$ cat src/rtl/divisor_pkg.sv
// Shared definitions for the sequential restoring divider.
//   estado_t  : FSM encoding IDLE -> CALC -> DONE -> IDLE
//   ancho_cnt : bit-count counter width for an n-bit operand ($clog2(n), min 1)
package divisor_pkg;

    typedef enum logic [1:0] {
        IDLE = 2'd0,
        CALC = 2'd1,
        DONE = 2'd2
    } estado_t;

    localparam int unsigned N_DEFECTO = 4;

    function automatic int unsigned ancho_cnt(input int unsigned n);
        return (n > 1) ? $clog2(n) : 1;
    endfunction

    localparam int unsigned CNT_W_DEFECTO = ancho_cnt(N_DEFECTO);

endpackage

$ cat src/rtl/divisor_secuencial_restador.sv
// Combinational W-bit subtractor a - b, built as an adder fed with the
// two's-complement negation of b (~b + 1).
//   a, b        : W-bit operands
//   diferencia  : a - b modulo 2^W
//   borrow      : MSB of the difference (1 when a < b for in-range operands)
module restador #(
    parameter int unsigned W = 5
) (
    input  logic [W-1:0] a,
    input  logic [W-1:0] b,
    output logic [W-1:0] diferencia,
    output logic         borrow
);

    logic [W-1:0] b_neg;

    always_comb begin
        b_neg      = ~b + W'(1);
        diferencia = a + b_neg;
        borrow     = diferencia[W-1];
    end

endmodule

$ cat src/rtl/divisor_secuencial.sv
// Multi-cycle unsigned restoring divider, one quotient bit per clock.
//   clk, rst_n          : rising-edge clock, async active-low reset
//   start               : request, accepted in IDLE only
//   dividendo, divisor  : N-bit operands captured on the accepted start
//   busy                : high from accepted start until the DONE edge
//   done                : one-cycle result-valid pulse
//   cociente, residuo   : result, held until the next result
//   div_cero            : divisor was zero (cociente all ones, residuo = dividend)
module divisor_secuencial #(
    parameter int unsigned N = 4
) (
    input  logic         clk,
    input  logic         rst_n,
    input  logic         start,
    input  logic [N-1:0] dividendo,
    input  logic [N-1:0] divisor,
    output logic         busy,
    output logic         done,
    output logic [N-1:0] cociente,
    output logic [N-1:0] residuo,
    output logic         div_cero
);

    import divisor_pkg::*;

    localparam int unsigned CW = ancho_cnt(N);

    estado_t        estado_q, estado_d;
    logic [N:0]     r_q, r_d;
    logic [N-1:0]   q_q, q_d;
    logic [N-1:0]   d_q, d_d;
    logic [CW-1:0]  cnt_q, cnt_d;
    logic           cero_q, cero_d;
    logic           busy_q, busy_d;
    logic           done_q, done_d;
    logic [N-1:0]   cociente_q, cociente_d;
    logic [N-1:0]   residuo_q, residuo_d;
    logic           div_cero_q, div_cero_d;

    logic [N:0]     desplazado;
    logic [N:0]     diferencia;
    logic           borrow;

    assign desplazado = {r_q[N-1:0], q_q[N-1]};

    restador #(.W(N + 1)) u_restador (
        .a          (desplazado),
        .b          ({1'b0, d_q}),
        .diferencia (diferencia),
        .borrow     (borrow)
    );

    always_comb begin
        estado_d   = estado_q;
        r_d        = r_q;
        q_d        = q_q;
        d_d        = d_q;
        cnt_d      = cnt_q;
        cero_d     = cero_q;
        busy_d     = busy_q;
        done_d     = 1'b0;
        cociente_d = cociente_q;
        residuo_d  = residuo_q;
        div_cero_d = div_cero_q;

        unique case (estado_q)
            IDLE: begin
                // The FSM is already back in IDLE during the done cycle;
                // a start seen there must still be ignored.
                if (start && !done_q) begin
                    d_d      = divisor;
                    q_d      = dividendo;
                    r_d      = '0;
                    cnt_d    = CW'(N - 1);
                    busy_d   = 1'b1;
                    cero_d   = (divisor == '0);
                    estado_d = (divisor == '0) ? DONE : CALC;
                end
            end
            CALC: begin
                if (!borrow) begin
                    r_d = diferencia;
                    q_d = {q_q[N-2:0], 1'b1};
                end else begin
                    r_d = desplazado;
                    q_d = {q_q[N-2:0], 1'b0};
                end
                if (cnt_q == '0) begin
                    estado_d = DONE;
                end else begin
                    cnt_d = cnt_q - 1'b1;
                end
            end
            DONE: begin
                done_d     = 1'b1;
                busy_d     = 1'b0;
                div_cero_d = cero_q;
                if (cero_q) begin
                    // Q still holds the untouched dividend.
                    cociente_d = '1;
                    residuo_d  = q_q;
                end else begin
                    cociente_d = q_q;
                    residuo_d  = r_q[N-1:0];
                end
                estado_d = IDLE;
            end
            default: estado_d = IDLE;
        endcase
    end

    always_ff @(posedge clk or negedge rst_n) begin
        if (!rst_n) begin
            estado_q   <= IDLE;
            r_q        <= '0;
            q_q        <= '0;
            d_q        <= '0;
            cnt_q      <= '0;
            cero_q     <= 1'b0;
            busy_q     <= 1'b0;
            done_q     <= 1'b0;
            cociente_q <= '0;
            residuo_q  <= '0;
            div_cero_q <= 1'b0;
        end else begin
            estado_q   <= estado_d;
            r_q        <= r_d;
            q_q        <= q_d;
            d_q        <= d_d;
            cnt_q      <= cnt_d;
            cero_q     <= cero_d;
            busy_q     <= busy_d;
            done_q     <= done_d;
            cociente_q <= cociente_d;
            residuo_q  <= residuo_d;
            div_cero_q <= div_cero_d;
        end
    end

    assign busy     = busy_q;
    assign done     = done_q;
    assign cociente = cociente_q;
    assign residuo  = residuo_q;
    assign div_cero = div_cero_q;

endmodule
$ cat config.mk
export PLATFORM = sky130hd
export DESIGN_NAME = divisor_secuencial
export DESIGN_NICKNAME = d
export VERILOG_FILES = /design/src/rtl/divisor_pkg.sv /design/src/rtl/divisor_secuencial_restador.sv /design/src/rtl/divisor_secuencial.sv
export SDC_FILE = /design/constraint.sdc
export NUM_CORES = 1
export LEC_CHECK = 0
export ABC_AREA = 1
export BUFFER_PORTS_ARGS = -buffer_cell sky130_fd_sc_hd__buf_2
export CORE_UTILIZATION = 35
export CTS_BUF_LIST = sky130_fd_sc_hd__clkbuf_8
export DETAILED_ROUTE_END_ITERATION = 10
export PLACE_DENSITY = 0.54
export SLEW_MARGIN = 40
export SYNTH_ARGS = -nofsm -noshare
export SYNTH_HDL_FRONTEND = slang
export SYNTH_HIERARCHICAL = 1
export SYNTH_SLANG_ARGS = --single-unit
$ cat constraint.sdc
create_clock -name clk -period 1.95 [get_ports clk]
set_input_delay 0.195 -clock clk [delete_from_list [all_inputs] [get_ports clk]]
set_output_delay 0.195 -clock clk [all_outputs]
set_load 0.005 [all_outputs]
* Word-level counts from Yosys, hierarchy flattened
Cells that the tools add are included.
** Storage, ports and cells
- Register bits :: 28
- Bits of input ports :: 11
- Output and inout port bits :: 11
** Cells by class
- $add $sub $neg :: 3
- Eq/ne operators :: 5
- Mux-type cells :: 18
- Bitwise gates (word level) :: 1
- Reduce and logical (&&, ||, !) cells :: 12
** Operators by type and width (number)
- $mux 4 :: 5
- $pmux 4 s2 :: 2
- $mux 2 :: 5
- $pmux 2 s2 :: 2
- $reduce_and 2->1 :: 4
- $ne 2x2->1 const B :: 3
- $add 5x1->5 const B :: 1
- $add 5x5->5 :: 1
- $not 4->5 :: 1
- $logic_not 2->1 :: 2
- $logic_not 4->1 :: 1
- $reduce_bool 2->1 :: 2
- $mux 1 :: 3
- $reduce_and 3->1 :: 1
- $eq 2x1->1 const B :: 1
- $eq 2x2->1 const B :: 1
- $pmux 1 s2 :: 1
- $sub 2x1->2 const B :: 1
- $logic_and 1x1->1 :: 1
- $logic_not 1->1 :: 1

* Logic depth before layout (Yosys ltp)
Gate-level depths: netlist (run 1).
- Depth after elaboration :: 5
- Depth in mapped cells :: 15
- Gate-level depth less buffers :: 14

* Hierarchy
Netlist (run 1), hierarchy kept.
** Modules (own cells, without submodules)
- divisor_secuencial :: instances 1, cells an instance 169, area an instance 1355.0 µm², sequential area each 700.7 µm²
- restador :: instances 1, cells an instance 34, area an instance 195.2 µm², sequential area each 0.0 µm²

* Least setup slack after synthesis (run 1)
Ideal clock, no wire load.
- Path kind :: reg-to-reg
- Start point :: register q_q[3]
- End point :: register q_q[0]
- Arrival :: 1.766 ns
- Path slack :: 0.068 ns
- Stages on the path, launching flop included :: 16
- Buffers on the path :: 1
- Period minus slack after synthesis :: 1.882 ns
- Cells stage by stage :: dfrtp_1 inv_1 ha_1 inv_1 fa_1 nand2_1 nand2_1 nand2_1 nand2_1 nand2_1 clkbuf_1 inv_1 nand3_1 nand2_1 nand2_1 nand2_1
** On the way
- Longest elaborated chain between the ends :: 3
** RTL lines
- start: declaration :: RTL line divisor_secuencial.sv:30 : logic [N-1:0] q_q, q_d;
- start signal: assignment :: RTL line divisor_secuencial.sv:128 : q_q <= q_d;
- $add 5x5->5 :: RTL line divisor_secuencial_restador.sv:19 : diferencia = a + b_neg;
- named net borrow :: RTL line divisor_secuencial.sv:42 : logic borrow;
- $mux 1 :: RTL line divisor_secuencial.sv:81 : if (!borrow) begin
- $pmux 4 s2 :: RTL line divisor_secuencial.sv:66 : unique case (estado_q)
The timed path passes the listed nets, and every way through them passes these cells.
A chain may end at the register's enable or synchronous reset.

* Final worst setup path (run 1)
- Start point :: register q_q[3]
- End point :: register r_q[0]
** On the way
- Longest elaborated chain between the ends :: 3
** RTL lines
- $add 5x5->5 :: RTL line divisor_secuencial_restador.sv:19
- named net borrow :: RTL line divisor_secuencial.sv:42
- $mux 4 :: RTL line divisor_secuencial.sv:81
- $pmux 4 s2 :: RTL line divisor_secuencial.sv:66
- end signal: assignment :: RTL line divisor_secuencial.sv:127 : r_q <= r_d;
- end: declaration :: RTL line divisor_secuencial.sv:29 : logic [N:0] r_q, r_d;
The timed path passes the listed nets, and every way through them passes these cells.

==> impl_metrics.csv, run 1 <==
group,metric,value,unit
timing,setup_violations,0,
placement,numPortBuffers,21,
timing,layout_setup_ws,189,ps
timing,finalMaxSlewViolations,0,
global_route,grt-ovfl-total,0,
clocking,cts_tree,"yes",
synthesis,synthCells,202,
timing,final-hold-violation-count,0,
floorplan,ios,22,
final_layout,area_growth,14.0,%
detailed_routing,drc,0,
timing,clock_skew,5.53,ps
clocking,numClockSinks,28,
final_layout,fin_area,0.00176,mm^2
timing,fin_crit,1760,ps
detailed_routing,num_vias,1252,
worst_setup_path,cp_max_fo,9,
clocking,clk_transition_reported_paths,100,ps
detailed_routing,drt_first_pass_iters,4,
timing,rsz0062_at_grt,"false",
placement,post-dp-hpwl,2160,um
worst_setup_path,r2r_slack,190,ps
timing,period_share,90.3,%
detailed_routing,wl_per_cell,10.9,um
worst_setup_path,crit_type,"flop to flop",
clocking,cts_buffers,3,
worst_setup_path,cp.arrival,1930,ps
final_layout,final_cell_mix,"nand2_1, dfrtp_1, inv_1",
floorplan,chipHeight,68.4,um
floorplan,die_x,68.4,um
power,ir_drop,619,uV
timing,max_freq,568,MHz
final_layout,antenna_cells,0,
timing,slew_headroom,57.3,%
worst_setup_path,crit_top_cell,"nand2_1",
worst_setup_path,worst_setup_path_start_kind,"flop",
worst_setup_path,cpPeakStageDelay,420,ps
clocking,clk_latency,270,ps
detailed_routing,vias_per_cell,4.59,
detailed_routing,wirelength,2980,um
hold_path,min_path_type,"primary input to flop",
power,p_leak,1.00,nW
global_route,grt_use_total,15.1,%
detailed_routing,final_antenna_net_count,0,
global_route,grt_pass1_vias,1172,
run,maxCapViolCount,0,
worst_setup_path,required,2110,ps
synthesis,yosysWarnings,6,
timing,tightestPinTransition,640,ps
floorplan,rows,23,
clocking,clockBufferDepth,2,
worst_setup_path,cpMaxStageDelayCell,"dfrtp_1",
clocking,cts.root.buffer_cell,"clkbuf_8",
worst_setup_path,cp-end-kind,"flop",
final_layout,layout.nets,241,
floorplan,start_util,37.5,%
global_route,grt_pass1_wl,5200,um
final_layout,final_common_cell,"nand2_1",
placement,gp_congestion,0.758,
final_layout,drive_gt1_share,15.7,%
synthesis,syn_area,0.00154,mm^2
timing,setup_tns,0,ps
detailed_routing,drt-initial-drc-count,71,
final_layout,fillerInstances,448,
floorplan,die_area,0.00468,mm^2
global_route,antenna_found_initial,0,
floorplan,coreArea,0.00412,mm^2
power,powerDensity,1750,mW/mm^2
placement,dpl_cell_area,0.00167,mm^2
status,status,"completed",
synthesis,syn_avg_cell_area,7.64,um^2
worst_setup_path,cp_cell_sequence,"inv_1 > ha_1 > inv_1 > fa_2 > nand2_1 > nand2_1 > nand3_1 > nand2_4 > o211ai_1 > nand2_1",
clocking,htreeDepth,1,
global_route,grt_max_degree,29,
placement,pre_cts_ws,52.6,ps
-- worst max-delay path, delay by kind of cell (launching register included) --
family / cells / cell delay [ps]
compound gates: 1 / 190
fa+ha+maj: 2 / 480
buf+inv: 2 / 130
flops: 1 / 420
simple gates: 5 / 420
-- timing repair --
item | 4_1_cts | 5_1_grt
hold buffers | 1 | 0
resized for setup | 0 | 3
endpoints found under the hold margin | 28 | 0
setup endpoints to repair | 0 | 5
buffers inserted | 0 | 0
-- final timing paths --
kind	start	endpoint	depth (start not counted)
worst min-delay path	divisor[1]	d_q[1]	3
worst max register to register	q_q[3]	r_q[0]	10
worst min register to register	div_cero	div_cero	2
worst max-delay path	q_q[3]	r_q[0]	10
min in group asynchronous	rst_n	q_q[1]	2
max in group asynchronous	rst_n	d_q[1]	2
-- flip-flops by register name (all words and copies together) (netlist names) --
register  cells
cociente      4
d_q           4
q_q           4
r_q           4
residuo       4
cnt_q         2
estado_q      2
busy          1
cero_q        1
div_cero      1
done          1
-- per-stage QoR --
stage | instances | power (mW) | hold WS [ps] | util (%)
after detailed placement | 268 | 2.62 | 258 | 40.5
after global routing | 273 | 3.45 | 121 | 42.7
after global placement | 268 | 2.61 | 261 | 40.5
final | 273 | 3.07 | 124 | 42.7
after floorplan | 203 | 2.31 | -101 | -
after CTS | 273 | 3.09 | 114 | 42.5
-- area by class of cell --
class | count | area, um^2 | share of cell area (%)
sequential | 28 | 701 | 39.8
multi-input combinational | 141 | 701 | 39.8
timing repair buffer | 23 | 123 | 6.97
inverter | 27 | 101 | 5.76
tap | 50 | 62.6 | 3.56
clock buffer | 3 | 41.3 | 2.35
clock inverter | 1 | 30.0 | 1.71
-- report_power, final --
group / switching, mW / leakage [nW] / internal [mW]
clock: 0.182 / 0.0357 / 0.275
sequential: 0.217 / 0.351 / 0.843
combinational: 0.941 / 0.617 / 0.618
-- layer usage --
layer  vias up  share of wire [%]  track usage (%)
li1        660                  -                -
met1       570                 52             18.4
met2        20                 44             25.9
met3         2                2.9             4.00
met4         0               0.81             3.91
met5         -                  0                0
No activity file was read; power rests on OpenSTA's default activity.
==> inputs of run 2 (changes only) <==
--- a/config.mk
+++ b/config.mk
@@ -7,6 +7,7 @@
 export LEC_CHECK = 0
 export ABC_AREA = 1
 export BUFFER_PORTS_ARGS = -buffer_cell sky130_fd_sc_hd__buf_2
+export CORE_MARGIN = 5
 export CORE_UTILIZATION = 35
 export CTS_BUF_LIST = sky130_fd_sc_hd__clkbuf_8
 export DETAILED_ROUTE_END_ITERATION = 10
==> constraint.sdc (replaced) <==
create_clock -name clk -period 1.95 [get_ports clk]
set_input_delay 0.0975 -clock clk [delete_from_list [all_inputs] [get_ports clk]]
set_output_delay 0.0975 -clock clk [all_outputs]
set_load 0.005 [all_outputs]
==> run 2 against run 1 <==
Compared with the run above:
- first-iteration DRC count decreased by 30%
- sequential power about the same
- register-to-register slack about the same
- wire length up 1.7%
- critical path type unchanged
==> impl_metrics.csv, run 2 (synthesis gave the netlist of run 1 again) <==
group,metric,value,unit
hold_path,min_path_type,"primary input to flop",
worst_setup_path,r2r_slack,190,ps
global_route,grt_pass1_vias,1179,
worst_setup_path,crit_end,"q_q[0]",
detailed_routing,final_antenna_net_count,0,
floorplan,ios,22,
worst_setup_path,crit_start,"q_q[3]",
final_layout,layout.cells.non_filler,276,
floorplan,die_area,0.00584,mm^2
placement,post-dp-hpwl,2210,um
worst_setup_path,cp.arrival,1930,ps
detailed_routing,wl_per_cell,11.0,um
global_route,grt_pass1_wl,5520,um
clocking,numClockSinks,28,
final_layout,area_growth,14.7,%
power,ir_drop,582,uV
worst_setup_path,cp_max_fo,9,
power,powerDensity,1740,mW/mm^2
placement,numPortBuffers,21,
worst_setup_path,crit_type,"flop to flop",
detailed_routing,vias_per_cell,4.43,
timing,fin_crit,1760,ps
worst_setup_path,r2r-end,"q_q[0]",
timing,slew_headroom,57.0,%
global_route,grt-ovfl-total,0,
floorplan,coreArea,0.00432,mm^2
clocking,cts_buffers,3,
placement,dpl_cell_area,0.00167,mm^2
floorplan,start_util,35.7,%
timing,layout_setup_ws,189,ps
timing,setup_violations,0,
clocking,clk_transition_reported_paths,90,ps
worst_setup_path,cpMaxStageDelayCell,"dfrtp_1",
clocking,htreeDepth,1,
worst_setup_path,cp_cell_sequence,"inv_1 > ha_1 > inv_1 > fa_2 > nand2_1 > nand2_1 > nand2_1 > nand2_1 > nand2_4 > inv_1 > nand3_1 > nand2_1 > nand2_1 > nand2_1",
worst_setup_path,rr_startpoint,"q_q[3]",
clocking,cts_tree,"yes",
final_layout,layout.nets,242,
timing,tightestPinTransition,646,ps
timing,finalMaxSlewViolations,0,
worst_setup_path,cp-end-kind,"flop",
run,maxCapViolCount,0,
placement,gp_congestion,0.781,
status,status,"completed",
clocking,clockBufferDepth,2,
worst_setup_path,crit_top_cell,"nand2_1",
final_layout,final_common_cell,"nand2_1",
clocking,clk_latency,280,ps
final_layout,drive_gt1_share,16.1,%
worst_setup_path,path_delay_family,"simple AND/OR/NAND/NOR gates",
timing,period_share,90.3,%
global_route,grt_use_total,11.3,%
worst_setup_path,worst-path-buf-inv,3,
final_layout,fin_area,0.00177,mm^2
detailed_routing,drt-initial-drc-count,50,
detailed_routing,wirelength,3030,um
worst_setup_path,worst_setup_path_start_kind,"flop",
worst_setup_path,cpPeakStageDelay,420,ps
placement,pre_cts_ws,67.9,ps
clocking,cts.root.buffer_cell,"clkbuf_8",
timing,setup_tns,0,ps
timing,clock_skew,7.15,ps
detailed_routing,drt_first_pass_iters,5,
global_route,antenna_found_initial,0,
worst_setup_path,cp.depth,14,
timing,max_freq,568,MHz
worst_setup_path,required,2120,ps
detailed_routing,num_vias,1223,
detailed_routing,drc,0,
power,p_leak,1.01,nW
placement,dpl.cell_count,270,
floorplan,rows,24,
timing,final-hold-violation-count,0,
floorplan,die_x,76.4,um
global_route,grt_max_degree,29,
timing,rsz0062_at_grt,"false",
floorplan,chipHeight,76.4,um
final_layout,final_cell_mix,"nand2_1, dfrtp_1, inv_1",
final_layout,antenna_cells,0,
worst_setup_path,ff2ff_path_depth,14,
-- run 2: changes by cell type in the layout (fill, tap and decap cells not counted), sizes merged --
cell | previous run | this run
buf | 22 | 23
-- run 2: metal layers --
layer	global-route usage, %	wire [um]	up-vias
li1	-	-	665
met1	15.3	1560	537
met2	18.0	1310	19
met3	3.55	147	2
met4	1.57	10	0
met5	0	0	-
-- run 2: worst register-to-register path: stages, from the launching register on --
cell	delay, ps
dfrtp_1	420
inv_1	70
ha_1	140
inv_1	60
fa_2	350
nand2_1	60
nand2_1	60
nand2_1	60
nand2_1	80
nand2_4	100
inv_1	50
nand3_1	60
nand2_1	50
nand2_1	60
nand2_1	40
-- run 2: power by group --
group	internal (mW)	switching, mW
sequential	0.843	0.201
clock	0.275	0.186
combinational	0.628	0.954
total	1.75	1.34
-- run 2: how the worst min path moves through the flow --
| stage | depth (start not counted) | end | start |
|---|---|---|---|
| after detailed placement | 1 | cociente[0] | rst_n |
| after global routing | 3 | d_q[0] | divisor[0] |
| after global placement | 1 | cociente[0] | rst_n |
| after CTS | 3 | d_q[0] | divisor[0] |
| after floorplan | 0 | busy | rst_n |
| final | 3 | d_q[0] | divisor[0] |
-- run 2: area by class of cell --
| type | instances | area (um^2) |
|---|---|---|
| Timing Repair Buffer | 24 | 130 |
| Sequential cell | 28 | 701 |
| Clock inverter | 1 | 30.0 |
| Clock buffer | 3 | 41.3 |
| Inverter | 27 | 101 |
| Tap cell | 52 | 65.1 |
| Fill cell | 465 | 2550 |
| Multi-Input combinational cell | 141 | 701 |
-- run 2: repair_timing --
action	CTS	global route
setup buffers	0	1
gates resized for setup	0	3
hold buffers	1	0
setup endpoints to repair	0	5
hold endpoints to repair	28	0
-- run 2: stage by stage --
stage | hold WS (ps) | utilization [%] | total power, mW
2_1_floorplan | -198 | - | 2.31
3_3_place_gp | 157 | 38.6 | 2.60
3_5_place_dp | 158 | 38.6 | 2.61
4_1_cts | 20.6 | 40.5 | 3.09
5_1_grt | 36.1 | 40.9 | 3.45
6_report | 23.2 | 40.9 | 3.09
